**src/rtl/moving_sum_filter.sv**
```systemverilog
// Power-of-two moving-window sum/average over an ADC sample stream, with an optional
// threshold/peak detector built only when MOVING_SUM_FILTER_PEAK_EN is defined.
//
// state    | meaning
// ---------+--------------------------------------------------------------
// ST_FILL  | window (re)filling: accumulate only, out_valid low
// ST_RUN   | window full: add newest sample, subtract the one leaving
// PK_IDLE  | waiting for a valid average above threshold
// PK_ABOVE | inside a pulse: tracking its maximum and width
module moving_sum_filter #(
    parameter int IN_W       = 12,
    parameter int LOG2_DEPTH = 5,
    localparam int SUM_W     = IN_W + LOG2_DEPTH
) (
    input  logic              clk,
    input  logic              reset,
    input  logic [IN_W-1:0]   input_data,
    input  logic [2:0]        win_log2,
    input  logic [IN_W-1:0]   threshold,
    output logic [SUM_W-1:0]  output_sum,
    output logic [IN_W-1:0]   output_avg,
    output logic              out_valid,
    output logic              peak_valid,
    output logic [IN_W-1:0]   peak_value,
    output logic [15:0]       peak_width
);

    localparam int DEPTH = 1 << LOG2_DEPTH;
    localparam int CNT_W = LOG2_DEPTH + 1;
    localparam int PTR_W = LOG2_DEPTH;

    localparam logic [0:0] ST_FILL  = 1'b0;
    localparam logic [0:0] ST_RUN   = 1'b1;
    localparam logic [0:0] PK_IDLE  = 1'b0;
    localparam logic [0:0] PK_ABOVE = 1'b1;

    logic [IN_W-1:0]  mem_q [DEPTH];
    logic [PTR_W-1:0] wptr_q, wptr_d;
    logic [PTR_W-1:0] rd_addr;
    logic [IN_W-1:0]  old_sample;
    logic [CNT_W-1:0] cnt_q, cnt_d;
    logic [CNT_W-1:0] win_len;
    logic [2:0]       win_eff;
    logic [2:0]       win_reg_q, win_reg_d;
    logic [0:0]       state_q, state_d;
    logic [SUM_W-1:0] sum_q, sum_d;
    logic [IN_W-1:0]  avg_q, avg_d;
    logic             valid_q, valid_d;
    logic             fill_entry;

    always_comb begin
        win_eff    = (int'(win_log2) > LOG2_DEPTH) ? 3'(LOG2_DEPTH) : win_log2;
        win_len    = CNT_W'(1) << win_eff;
        fill_entry = (win_eff != win_reg_q);
        // With W = DEPTH this aliases wptr; the read sees the pre-write contents.
        rd_addr    = wptr_q - win_len[PTR_W-1:0];
        old_sample = mem_q[rd_addr];
        wptr_d     = wptr_q + PTR_W'(1);

        state_d   = state_q;
        sum_d     = sum_q;
        cnt_d     = cnt_q;
        valid_d   = valid_q;
        win_reg_d = win_reg_q;

        if (fill_entry) begin
            win_reg_d = win_eff;
            sum_d     = SUM_W'(input_data);
            cnt_d     = CNT_W'(1);
            valid_d   = 1'b0;
            state_d   = ST_FILL;
            if (cnt_d == win_len) begin
                state_d = ST_RUN;
                valid_d = 1'b1;
            end
        end else if (state_q == ST_FILL) begin
            sum_d = sum_q + SUM_W'(input_data);
            cnt_d = cnt_q + CNT_W'(1);
            if (cnt_d == win_len) begin
                state_d = ST_RUN;
                valid_d = 1'b1;
            end
        end else begin
            sum_d   = sum_q + SUM_W'(input_data) - SUM_W'(old_sample);
            valid_d = 1'b1;
        end

        avg_d = IN_W'(sum_d >> win_eff);
    end

    always_ff @(posedge clk) begin
        mem_q[wptr_q] <= input_data;
    end

    always_ff @(posedge clk) begin
        if (reset) begin
            wptr_q    <= '0;
            cnt_q     <= '0;
            win_reg_q <= '0;
            state_q   <= ST_FILL;
            sum_q     <= '0;
            avg_q     <= '0;
            valid_q   <= 1'b0;
        end else begin
            wptr_q    <= wptr_d;
            cnt_q     <= cnt_d;
            win_reg_q <= win_reg_d;
            state_q   <= state_d;
            sum_q     <= sum_d;
            avg_q     <= avg_d;
            valid_q   <= valid_d;
        end
    end

    assign output_sum = sum_q;
    assign output_avg = avg_q;
    assign out_valid  = valid_q;

`ifdef MOVING_SUM_FILTER_PEAK_EN
    logic [0:0]      pk_state_q, pk_state_d;
    logic [IN_W-1:0] pk_q, pk_d;
    logic [15:0]     wd_q, wd_d;
    logic            pv_q, pv_d;
    logic [IN_W-1:0] pval_q, pval_d;
    logic [15:0]     pwid_q, pwid_d;

    always_comb begin
        pk_state_d = pk_state_q;
        pk_d       = pk_q;
        wd_d       = wd_q;
        pv_d       = 1'b0;
        pval_d     = pval_q;
        pwid_d     = pwid_q;

        // A window change restarts the fill, so any pulse in progress is dropped.
        if (fill_entry) begin
            pk_state_d = PK_IDLE;
        end else if (pk_state_q == PK_IDLE) begin
            if (valid_q && (avg_q > threshold)) begin
                pk_state_d = PK_ABOVE;
                pk_d       = avg_q;
                wd_d       = 16'd1;
            end
        end else begin
            if (avg_q > threshold) begin
                if (wd_q != 16'hFFFF) wd_d = wd_q + 16'd1;
                if (avg_q > pk_q)     pk_d = avg_q;
            end else begin
                pv_d       = 1'b1;
                pval_d     = pk_q;
                pwid_d     = wd_q;
                pk_state_d = PK_IDLE;
            end
        end
    end

    always_ff @(posedge clk) begin
        if (reset) begin
            pk_state_q <= PK_IDLE;
            pk_q       <= '0;
            wd_q       <= '0;
            pv_q       <= 1'b0;
            pval_q     <= '0;
            pwid_q     <= '0;
        end else begin
            pk_state_q <= pk_state_d;
            pk_q       <= pk_d;
            wd_q       <= wd_d;
            pv_q       <= pv_d;
            pval_q     <= pval_d;
            pwid_q     <= pwid_d;
        end
    end

    assign peak_valid = pv_q;
    assign peak_value = pval_q;
    assign peak_width = pwid_q;
`else
    logic unused_threshold;
    assign unused_threshold = ^threshold;

    assign peak_valid = 1'b0;
    assign peak_value = '0;
    assign peak_width = '0;
`endif

endmodule

```
**config.mk**
```make
export PLATFORM = sky130hd
export DESIGN_NAME = moving_sum_filter
export DESIGN_NICKNAME = d
export VERILOG_FILES = /design/src/rtl/moving_sum_filter.sv
export SDC_FILE = /design/constraint.sdc
export NUM_CORES = 1
export LEC_CHECK = 0
export CORE_MARGIN = 3
export CORE_UTILIZATION = 57
export CTS_CLUSTER_DIAMETER = 200
export CTS_CLUSTER_SIZE = 8
export DETAILED_ROUTE_END_ITERATION = 8
export PLACE_DENSITY = 0.76
export REMOVE_ABC_BUFFERS = 1
export SYNTH_ARGS = -nofsm -noshare
export SYNTH_HDL_FRONTEND = slang
export SYNTH_SLANG_ARGS = --single-unit
```
**constraint.sdc**
```tcl
create_clock -name clk -period 14.85 [get_ports clk]
set_clock_uncertainty 0.15 [all_clocks]
set_input_delay 2.2275 -clock clk [delete_from_list [all_inputs] [get_ports clk]]
set_output_delay 2.2275 -clock clk [all_outputs]
set_load 0.005 [all_outputs]
```
* Yosys cells after proc, flatten, opt, wreduce, memory -nomap -nowiden
Memory sizes are Yosys's and may differ from the RTL's.
Index checks and enable logic that the tools add are counted.
** Word-level totals
- RAM bits :: 384
- Input bits :: 29
- Register bits :: 45
- Memories kept :: 1
** Memory list
- mem_q :: words 32, width 12, rd ports 1, clocked after memory_dff 0, write ports 1, RTL line 37 : logic [IN_W-1:0] mem_q [DEPTH];
** Operators by class
- Order comparisons :: 1
- Equal/unequal tests :: 4
- Reductions and logical operators :: 2
- $add $sub $neg :: 5
- Shift-type cells :: 2
- Muxes and demuxes :: 12
** Operators by type and width (number)
- 17-bit two-way mux :: 2
- 17-bit by 12-bit adder with 17-bit output :: 1
- 17-bit by 3-bit right shift with 12-bit output :: 1
- 17-bit by 12-bit subtractor with 17-bit output :: 1
- 1-bit two-way mux :: 9
- 6-bit by 1-bit adder with 6-bit output, second input constant :: 1
- 1-bit by 6-bit == test with 1-bit output, first input constant :: 1
- 6-bit == test :: 1
- 1-bit by 3-bit left shift with 6-bit output, first input constant :: 1
- 5-bit by 1-bit adder with 5-bit output, second input constant :: 1
- 5-bit subtractor :: 1
- 3-bit greater-than comparator, second input constant :: 1
- 3-bit two-way mux :: 1
- 3-bit inequality test :: 1
- 3-bit nonzero test :: 1
- 2-bit by 1-bit inequality test with 1-bit output, second input constant :: 1
- 2-bit OR reduction :: 1

* Logic depth before layout (Yosys ltp)
Gate-level depths: netlist of run 1.
An unclocked memory read counts as a cell.
- Depth after elaboration :: 9
- Depth in mapped cells :: 26
- Depth with buffers taken out :: 24

* Least setup slack after synthesis of run 1
OpenSTA, ideal clock, no wires.
- Path kind :: input -> register
- Start point :: input win_log2[2]
- End point :: register avg_q[10] (netlist: output_avg[10])
- Required time :: 14.583 ns
- Setup slack :: 7.113 ns
- Buffers on the path :: 4
- Stages on the path :: 23
- Arrival :: 7.470 ns
- Cells stage by stage :: buf_6 -> clkinv_1 -> nand2_1 -> inv_1 -> ha_1 -> clkbuf_1 -> buf_1 -> buf_1 -> mux4_2 -> nand2_1 -> nand3_1 -> a31oi_1 -> ha_1 -> a21oi_1 -> a21oi_1 -> or4b_1 -> a31oi_1 -> nand4_1 -> o22ai_1 -> xor2_1 -> nor3_1 -> o21a_1 -> a22o_1
** On the way
- Word-level cells in the longest chain between the ends :: 9
** Ends and longest elaborated chain
- start: declaration :: RTL line 18 : input logic [2:0] win_log2,
- 3-bit greater-than comparator :: RTL line 52 : win_eff = (int'(win_log2) > LOG2_DEPTH) ? 3'(LOG2_DEPTH) : win_log2;
- 3-bit two-way mux (*) :: RTL line 52
- 1-bit by 3-bit left shift with 6-bit output :: RTL line 53 : win_len = CNT_W'(1) << win_eff;
- 5-bit subtractor :: RTL line 56 : rd_addr = wptr_q - win_len[PTR_W-1:0];
- memory 32 x 12 bit
- 17-bit by 12-bit subtractor with 17-bit output :: RTL line 84 : sum_d = sum_q + SUM_W'(input_data) - SUM_W'(old_sample);
- 17-bit two-way mux :: RTL line 76 : end else if (state_q == ST_FILL) begin
- 17-bit two-way mux :: RTL line 66 : if (fill_entry) begin
- 17-bit by 3-bit right shift with 12-bit output (*) :: RTL line 88 : avg_d = IN_W'(sum_d >> win_eff);
- end signal: assignment :: RTL line 110 : avg_q <= avg_d;
- end: declaration :: RTL line 47 : logic [IN_W-1:0] avg_q, avg_d;
Mark *: on every way between the ends. The rest lies on a longest branch, timed or not.
A chain may end at the register's enable or synchronous reset.

* Worst setup path after layout of run 1
- Start point :: input win_log2[1]
- End point :: register avg_q[10] (netlist: output_avg[10])
The elaborated chain is that of the path after synthesis.

==> metrics, run 1 <==
crit share post-route=67.7%; detailed placement HPWL=25800 µm; Setup TNS=0 ps; Core ar.=0.0327 mm²; starting density of the core=58.1%; Critical Path Max Stage Delay=1100 ps; Tot Pwr=3.11 mW; share of the synthesized area in the top cell type=60.6%; drt pass-1 iters=5; max_cap viols=0; fin. max-slew vios=0; DRC=0; Psw=831 µW; clk_lat worst skew=580 ps; pin count of the biggest net entering global routing=49; clk buf depth=3; via count=11328; H-tree levels=2; area added between synthesis and finish=13.3%; routability cong.=0.862; CP Data Arrival Time=10370 ps; Root Driver=clkbuf_16; WS Path Type=in -> reg; top-count cell post-synth=edfxtp_1; TritonCTS clock tree=yes; Finish-stage setup viols=0; port bufs=46; Post-CTS Setup Inserts=0; # clock sinks=429; Antenna Nets Post-Route=0; VDD IR max=0.000133 V; Pint=2.28 mW; FF-to-FF Start=wptr_q[0]$_SDFF_PP0_; Die ar.=0.0356 mm²; RSZ-0062 raised after global routing=false; All-Layer GR Usage=25.5%; top post-synthesis cells by count=384 x edfxtp_1, 136 x nand2_1, 96 x mux4_2; Worst path slowest cell=fa_4; critical path, cell by cell=clkdlybuf4s50_1, clkinv_1, nand3_1, inv_1, fa_4, buf_4, mux4_2, nand2_1, and3_1, a311oi_1, a31oi_1, ha_1, a21oi_1, a21oi_1, or4b_1, a31oi_1, nand4_1, o22ai_1, xor2_1, nor3_1, o21a_1, a22o_1; Nets=1396; Critical Path Start Type=input pin; initial DRC count=1286; EDFF count, synth=384; min-delay worst type=reg -> reg; Slew @ Worst Pin=1300 ps; Via density=6.32; final WL=44600 µm; max_slew headroom=12.7%; layout cells sized above 1=17.3%; Net Sw Frac=26.7%; hold_buf cts=0; ys flop type=edfxtp_1; Mean Syn Cell Area=15.2 µm²; CP Launch Point=win_log2[1]; Die Ht=189 µm; PwrDens=144 mW/mm²; Die W=189 µm; Fill cells=2239; sequential power share=43.4%; Clk pwr share=38.0%; leak pwr=7.38 nW; final hold violations=0; FP Rows=66; status=complete, no violations; vias in the first global route=11423; first-pass GRT wire length=68400 µm; antenna cells=0; register area share after synthesis=65.4%; PostCTS Resize Cnt=0; Cell variety after synth=73; Combinational Power Share=18.6%; antenna violations before repair=1; CTS Buf Count=59; Post-Syn Instances=1248; Synth warnings=0; ys async rst share=0%; gr ovfl total=0; clock slew at reported path FFs=50 ps; Worst Hold Launch=out_valid$_SDFFE_PP0P_; Synth area leaders=edfxtp_1 61%, mux4_2 11%, dfxtp_1 4.7%; worst-path maximum fanout=41; # IOs=88; Synth Cell Area=0.0190 mm²; CP required=15170 ps; dominant cell type by area after synthesis=edfxtp_1; Fmax=0.0995 GHz; per-cell routed wire length=24.9 µm; Final Critical Period=10050 ps; synthesis-stage register bit count=429; crit path capture type=register
## power groups by stage
stage	Combinational [mW]	Clock, mW	Sequential [mW]
after detailed placement	0.560	0	1.37
after CTS	0.570	1.19	1.35
after floorplan	0.394	0	1.37
after global routing	0.624	1.25	1.35
after global placement	0.547	0	1.37
final	0.577	1.18	1.35
## worst max-delay path, delay by kind of cell
family | cells | cell delay, ps
buf+inv | 4 | 2260
compound gates | 8 | 2060
simple gates | 6 | 1560
fa+ha+maj | 2 | 1470
xor+xnor | 1 | 410
mux | 1 | 330
## stage by stage
stage                     utilization [%]  std cells  cell area [µm²]  hold slack (ps)  worst slack, ps
after floorplan                         -       1181            18600              294             4730
after global placement               61.0       1708            20000              311             4480
after detailed placement             61.0       1708            20000              316             4420
after CTS                            65.9       1792            21500              326             4960
after global routing                 65.9       1792            21500              344             4340
final                                65.9       1792            21500              319             4800
## cell type report
cell class	instances	area (µm²)	share of cell area, %
multi-input combinational	733	6150	28.5
timing repair buffer	85	753	3.50
clock inverter	3	33.8	0.157
clock buffer	81	1560	7.23
tap	442	553	2.57
inverter	19	71.3	0.331
sequential	429	12400	57.7
## logic make-up after synthesis
kind of cell	after synthesis	synth area share, %
compound gates	153	5.81
xor+xnor	40	1.84
fa+ha+maj	40	2.75
buf+inv	114	3.18
flops	429	65.4
mux	119	12.7
other cells	1	0.0197
simple gates	352	8.33
## flip-flops by register name, indices dropped and copies added, names as in the netlist
name	flops
output_avg	12
mem_q	384
state_q	1
win_reg_q	3
output_sum	17
wptr_q	5
out_valid	1
cnt_q	6
## per-layer routing
layer  vias up  global-route usage (%)  share of wire (%)
li1       4922                       -                  -
met1      5657                    35.0                 38
met2       632                    41.2                 48
met3       115                    5.77                 10
met4         2                    8.25                3.2
met5         -                       0              0.029
## path summary, 6_finish.rpt
check                               to  depth (start not counted)  slack [ps]
max          output_avg[10]$_SDFF_PP0_                         22        4800
min             out_valid$_SDFFE_PP0P_                          2         320
max reg2reg  output_avg[10]$_SDFF_PP0_                         20        7660
min reg2reg     out_valid$_SDFFE_PP0P_                          2         320
## placed cells by master, fill, tap and decap left out, types with 8 or more instances in the layout
| cell | instances |
|---|---|
| inv_1 | 17 |
| xnor2_1 | 16 |
| a21o_1 | 9 |
| mux2i_1 | 14 |
| xor2_1 | 20 |
| a21oi_1 | 32 |
| a311oi_1 | 10 |
| clkdlybuf4s50_1 | 46 |
| a211oi_1 | 8 |
| nand2_1 | 136 |
| ha_1 | 36 |
| conb_1 | 29 |
| nand3_1 | 50 |
| mux4_2 | 96 |
| clkbuf_1 | 22 |
| nor2_1 | 85 |
| nand2b_1 | 13 |
| nor3_1 | 15 |
| o21ai_0 | 18 |
| clkbuf_16 | 59 |
| a31oi_1 | 17 |
| edfxtp_1 | 384 |
| and3_1 | 18 |
| buf_4 | 39 |
| dfxtp_1 | 45 |
(Power assumes the default switching activity.)
==> run 2: changes to the inputs <==
==> constraint.sdc (replaced) <==
create_clock -name clk -period 10.2 [get_ports clk]
set_clock_uncertainty 0.15 [all_clocks]
set_input_delay 1.53 -clock clk [delete_from_list [all_inputs] [get_ports clk]]
set_output_delay 1.53 -clock clk [all_outputs]
set_load 0.005 [all_outputs]
==> run 2 against run 1 <==
- sequential share of layout area fell by 0.38 points
- largest cell class unchanged
- via count barely moved
- core utilization rose by 0.44 points
- global-route usage fell by 0.12 points
==> metrics, run 2 (synthesized netlist as in run 1, its figures left out) <==
Non-Filler Instances=1803 (+0.61%); CP top delay family=compound AO/OA/AOI/OAI gates; gr ovfl total=0 (unchanged); initial DRC count=1284 (-0.16%); clk buf depth=3 (unchanged); Antenna Nets Post-Route=0 (unchanged); min-delay worst type=reg -> reg; Die ar.=0.0356 mm² (unchanged); crit share post-route=83.2%; antenna cells=0 (unchanged); Finish-stage setup viols=0 (unchanged); Nets=1409 (+0.93%); first-pass GRT wire length=68300 µm (about the same); # IOs=88 (unchanged); status=complete, no violations; VDD IR max=0.000160 V (+20%); FF-to-FF Start=wptr_q[0]$_SDFF_PP0_; Combinational Power Share=18.8% (+0.2 points); Critical Path Max Stage Delay=1030 ps (-70 ps); layout cells sized above 1=18.0% (+0.74 points); # clock sinks=429 (unchanged); Root Driver=clkbuf_16; R2R Setup Slk=3640 ps (-4020 ps); RSZ-0062 raised after global routing=false; All-Layer GR Usage=25.4% (-0.12 points); FP Rows=66 (unchanged); clk_lat worst skew=570 ps (about the same); max_cap viols=0 (unchanged); final WL=44300 µm (-0.74%); PostCTS Resize Cnt=0 (unchanged); pin count of the biggest net entering global routing=44 (-10%); port bufs=46 (unchanged); worst-path maximum fanout=43 (+4.9%); post-place setup slack=1340 ps (-3080 ps); TritonCTS clock tree=yes; CP Data Arrival Time=8780 ps (-1590 ps); area added between synthesis and finish=14.1%; sequential power share=43.2% (-0.2 points); Fmax=0.118 GHz; Net Sw Frac=26.5% (-0.26 points); drt pass-1 iters=5 (unchanged); max_slew headroom=16.2% (+3.5 points); Buf/Inv on CP=4 (unchanged); Post-CTS Setup Inserts=0 (unchanged); Worst Hold Launch=out_valid$_SDFFE_PP0P_; Core ar.=0.0327 mm² (unchanged); CTS Buf Count=59 (unchanged); Top reg by flops=mem_q; Setup TNS=0 ps (unchanged); Die W=189 µm (unchanged); Worst path slowest cell=fa_4; commonest non-fill, non-tap cells in the layout=384 x edfxtp_1, 136 x nand2_1, 96 x mux4_2, 86 x nor2_1, 60 x clkbuf_16; CP required=10500 ps (-4670 ps); detailed placement HPWL=26600 µm (+3.1%); Pint=3.34 mW (+47%); PwrDens=209 mW/mm² (+45%); clock slew at reported path FFs=60 ps (about the same); worst r2r path cells=20 (unchanged); Hold Crit Endpoint=out_valid$_SDFFE_PP0P_; via count=11332 (+0.035%); Slew @ Worst Pin=1250 ps (-52.0 ps); per-cell routed wire length=24.6 µm (-1.3%); fin. max-slew vios=0 (unchanged); leak pwr=7.46 nW (+1.0%); antenna violations before repair=0 (-1); Tot Pwr=4.54 mW (+46%); Final WS setup=1720 ps (-3080 ps); Final Critical Period=8480 ps; placed insts=1720 (+0.70%); crit path capture type=register; starting density of the core=58.1% (unchanged); H-tree levels=2 (unchanged); vias in the first global route=11515 (+0.81%); final hold violations=0 (unchanged); CP Launch Point=win_log2[0]; Die Ht=189 µm (unchanged); WS Path Type=in -> reg; final hold slack=322 ps (+3.12 ps); reg-to-reg critical path endpoint=output_avg[10]$_SDFF_PP0_; Critical Path Start Type=input pin; critical path, cell by cell=clkdlybuf4s50_1, nor2_1, nand2_1, inv_1, ha_4, fa_4, buf_12, buf_4, mux4_2, nand2_1, nand3_1, a31oi_1, ha_1, a21oi_1, a21oi_1, or4b_1, a31oi_1, nand4_1, o22ai_1, xor2_1, nor3_1, o21a_1, a22o_1; Psw=1.20 mW (+45%); WHS Path Cells=2 (unchanged); max FFs per register=384 (unchanged); hold_buf cts=0 (unchanged); Clk pwr share=38.0% (about the same); Via density=6.29 (-0.57%); most common cell after layout, fill and taps aside=edfxtp_1; DRC=0 (unchanged); routability cong.=0.876 (+1.7%)
==> run 2: changes by cell type in the layout (fill, tap and decap cells not counted), sizes merged <==
cell,previous run,this run
inv,19,17
buf,39,52
clkinv,3,4
clkbuf,81,80
==> run 2: per-layer routing <==
metal	routed length (µm)	share of wire (%)	track usage, %
met1	17300	39	36.3
met2	21100	48	40.4
met3	4620	10	4.74
met4	1250	2.8	7.62
met5	0	0	0
==> run 2: cell type report <==
cell class / instances / area (µm²)
Clock inverter: 2 / 35.0
Clock buffer: 80 / 1580
Timing Repair Buffer: 98 / 880
Tap cell: 442 / 553
Fill cell: 2227 / 11000
Sequential cell: 429 / 12400
Multi-Input combinational cell: 733 / 6140
Inverter: 19 / 71.3
==> run 2: worst reg2reg max path, stage by stage, from the launching register on <==
cell     delay (ps)
dfxtp_1         390
inv_1           130
ha_4            190
fa_4           1030
buf_12          330
buf_4           320
mux4_2          350
nand2_1          90
nand3_1         130
a31oi_1         360
ha_1            320
a21oi_1         270
a21oi_1         170
or4b_1          610
a31oi_1         330
nand4_1         190
o22ai_1         230
xor2_1          350
nor3_1          100
o21a_1          200
a22o_1          220
==> run 2: through the flow <==
step	utilization [%]	area (µm²)
floorplan	-	18600
global placement	61.4	20100
detailed placement	61.4	20100
CTS	66.3	21700
global route	66.3	21700
finish	66.3	21700
==> run 2: how the worst max path moves through the flow <==
stage                                 to  cells after the start
2_1_floorplan  output_avg[10]$_SDFF_PP0_                     20
3_3_place_gp   output_avg[10]$_SDFF_PP0_                     23
3_5_place_dp   output_avg[10]$_SDFF_PP0_                     23
4_1_cts        output_avg[10]$_SDFF_PP0_                     23
5_1_grt        output_avg[10]$_SDFF_PP0_                     23
6_report       output_avg[10]$_SDFF_PP0_                     23
==> run 2: power by group through the flow <==
stage          Sequential [mW]  Combinational, mW  Clock, mW
4_1_cts                   1.96              0.845       1.75
2_1_floorplan             1.99              0.573          0
6_report                  1.96              0.854       1.73
5_1_grt                   1.96              0.925       1.82
3_5_place_dp              1.99              0.833          0
3_3_place_gp              1.99              0.816          0
==> run 3: changes to the inputs <==
--- a/config.mk
+++ b/config.mk
@@ -6,11 +6,11 @@
 export NUM_CORES = 1
 export LEC_CHECK = 0
 export CORE_MARGIN = 3
-export CORE_UTILIZATION = 57
+export CORE_UTILIZATION = 55
 export CTS_CLUSTER_DIAMETER = 200
 export CTS_CLUSTER_SIZE = 8
 export DETAILED_ROUTE_END_ITERATION = 8
-export PLACE_DENSITY = 0.76
+export PLACE_DENSITY = 0.77
 export REMOVE_ABC_BUFFERS = 1
 export SYNTH_ARGS = -nofsm -noshare
 export SYNTH_HDL_FRONTEND = slang
==> constraint.sdc (replaced) <==
create_clock -name clk -period 6.95 [get_ports clk]
set_clock_uncertainty 0.15 [all_clocks]
set_input_delay 1.0425 -clock clk [delete_from_list [all_inputs] [get_ports clk]]
set_output_delay 1.0425 -clock clk [all_outputs]
set_load 0.005 [all_outputs]
==> run 3 against run 2 <==
- wire length up 4.2%
- non-clock buffer count rose by 75
- register-to-register slack worse by 2600 ps
- final cell count increased by 5.3%
- power rose by 53%
- core utilization about the same
- clock-buffer cell count grew 14
- first-iteration DRC count is 1.6% lower
- critical path depth grew 3
- sequential share of layout area shrank 1.9 points
- largest power group unchanged
==> metrics, run 3 (synthesized netlist as in run 1, its figures left out) <==
CTS Buf Count=59 (unchanged); most common cell after layout, fill and taps aside=edfxtp_1; gr ovfl total=0 (unchanged); RSZ-0062 raised after global routing=false; per-cell routed wire length=24.3 µm (-1.0%); Die W=192 µm (+1.7%); Critical Path Max Stage Delay=920 ps (-110 ps); Final Critical Period=6690 ps; VDD IR max=0.000229 V (+43%); WS Path Type=in -> reg; post-route cell area=0.0224 mm² (+3.4%); final hold slack=319 ps (-3.68 ps); H-tree levels=2 (unchanged); antenna cells=0 (unchanged); Tot Pwr=6.94 mW (+53%); worst-path maximum fanout=17 (-60%); Via density=6.10 (-2.9%); PwrDens=310 mW/mm² (+48%); Post-CTS Setup Inserts=0 (unchanged); crit path capture type=register; via count=11582 (+2.2%); clk buf depth=3 (unchanged); starting density of the core=56.3% (-1.9 points); max_cap viols=0 (unchanged); routability cong.=0.909 (+3.7%); clock slew at reported path FFs=50 ps (about the same); vias in the first global route=11611 (+0.83%); clk_lat worst skew=590 ps (+20 ps); placed inst area=0.0207 mm² (+3.3%); commonest non-fill, non-tap cells in the layout=384 x edfxtp_1, 136 x nand2_1, 117 x buf_4, 96 x mux4_2, 86 x nor2_1; DRC=0 (unchanged); FP Rows=67 (+1.5%); antenna violations before repair=0 (unchanged); PostCTS Resize Cnt=0 (unchanged); CP required=7260 ps (-3240 ps); initial DRC count=1264 (-1.6%); max FFs per register=384 (unchanged); final hold violations=0 (unchanged); # clock sinks=429 (unchanged); fin. max-slew vios=0 (unchanged); drt pass-1 iters=5 (unchanged); first-pass GRT wire length=69700 µm (+2.1%); Top reg by flops=mem_q; port bufs=46 (unchanged); Slew @ Worst Pin=1330 ps (+78.2 ps); Critical Path Start Type=input pin; final WL=46100 µm (+4.2%); Die ar.=0.0368 mm² (+3.5%); detailed placement HPWL=30000 µm (+13%); Nets=1484 (+5.3%); Core ar.=0.0338 mm² (+3.3%); Root Driver=clkbuf_16; Fmax=0.149 GHz; crit share post-route=96.3%; All-Layer GR Usage=25.6% (+0.21 points); TritonCTS clock tree=yes; layout cells sized above 1=22.3% (+4.3 points); crit-path most repeated cell=buf_4; min-delay worst type=reg -> reg; Worst path slowest cell=fa_4; status=complete, no violations; hold_buf cts=0 (unchanged); leak pwr=7.87 nW (+5.5%); Die Ht=192 µm (+1.7%); area added between synthesis and finish=17.9%; Antenna Nets Post-Route=0 (unchanged); pin count of the biggest net entering global routing=36 (-18%); CP top delay family=buffers and inverters; max_slew headroom=11.0% (-5.2 points); Buf/Inv on CP=9 (+5); # IOs=88 (unchanged); CP Data Arrival Time=7000 ps (-1780 ps); Finish-stage setup viols=0 (unchanged)
[run 3: cell count changes in the layout (fill, tap and decap cells not counted), sizes merged]
cell and change:
buf +75, clkbuf +14
[run 3: worst min-delay path: cells and delay by family (launching register included)]
| family | cells | cell delay [ps] |
|---|---|---|
| DFF | 1 | 300 |
| AOI/OAI and AO/OA | 1 | 60 |
| buffers and inverters | 1 | 50 |
[run 3: metal layers]
metal	global-route usage (%)	up-vias	share of wire [%]
met5	0	-	0
met4	9.51	0	3.7
met3	4.23	103	8.3
met2	39.9	600	47
met1	36.8	5776	41
li1	-	5103	-
[run 3: power breakdown]
group | internal, mW | leakage (nW) | switching (mW)
registers | 2.86 | 3.84 | 0.0202
clock network | 1.57 | 0.795 | 1.00
logic | 0.688 | 3.24 | 0.799
total | 5.12 | 7.87 | 1.82
[run 3: final timing paths]
kind,slack (ps),endpoint,from,cells after the start
hold / removal,320,out_valid$_SDFFE_PP0P_,out_valid$_SDFFE_PP0P_,2
hold reg to reg,320,out_valid$_SDFFE_PP0P_,out_valid$_SDFFE_PP0P_,2
setup / recovery,260,output_avg[10]$_SDFF_PP0_,win_log2[1],26
setup reg to reg,1080,output_avg[10]$_SDFF_PP0_,wptr_q[0]$_SDFF_PP0_,23
[run 3: through the flow]
step           setup slack, ps  utilization [%]  TNS, ps  cells
2_1_floorplan            -1990                -   -38290   1181
3_3_place_gp              -361             61.4    -1900   1802
3_5_place_dp              -378             61.4    -1930   1802
4_1_cts                    184             66.3        0   1898
5_1_grt                   45.5             66.4        0   1898
6_report                   258             66.4        0   1898
[run 3: final cells by class]
class	instances	area (µm²)
multi-input combinational	733	6170
timing repair buffer	173	1530
sequential	429	12400
tap	448	561
fill	2242	11400
clock buffer	94	1630
clock inverter	2	35.0
inverter	19	71.3
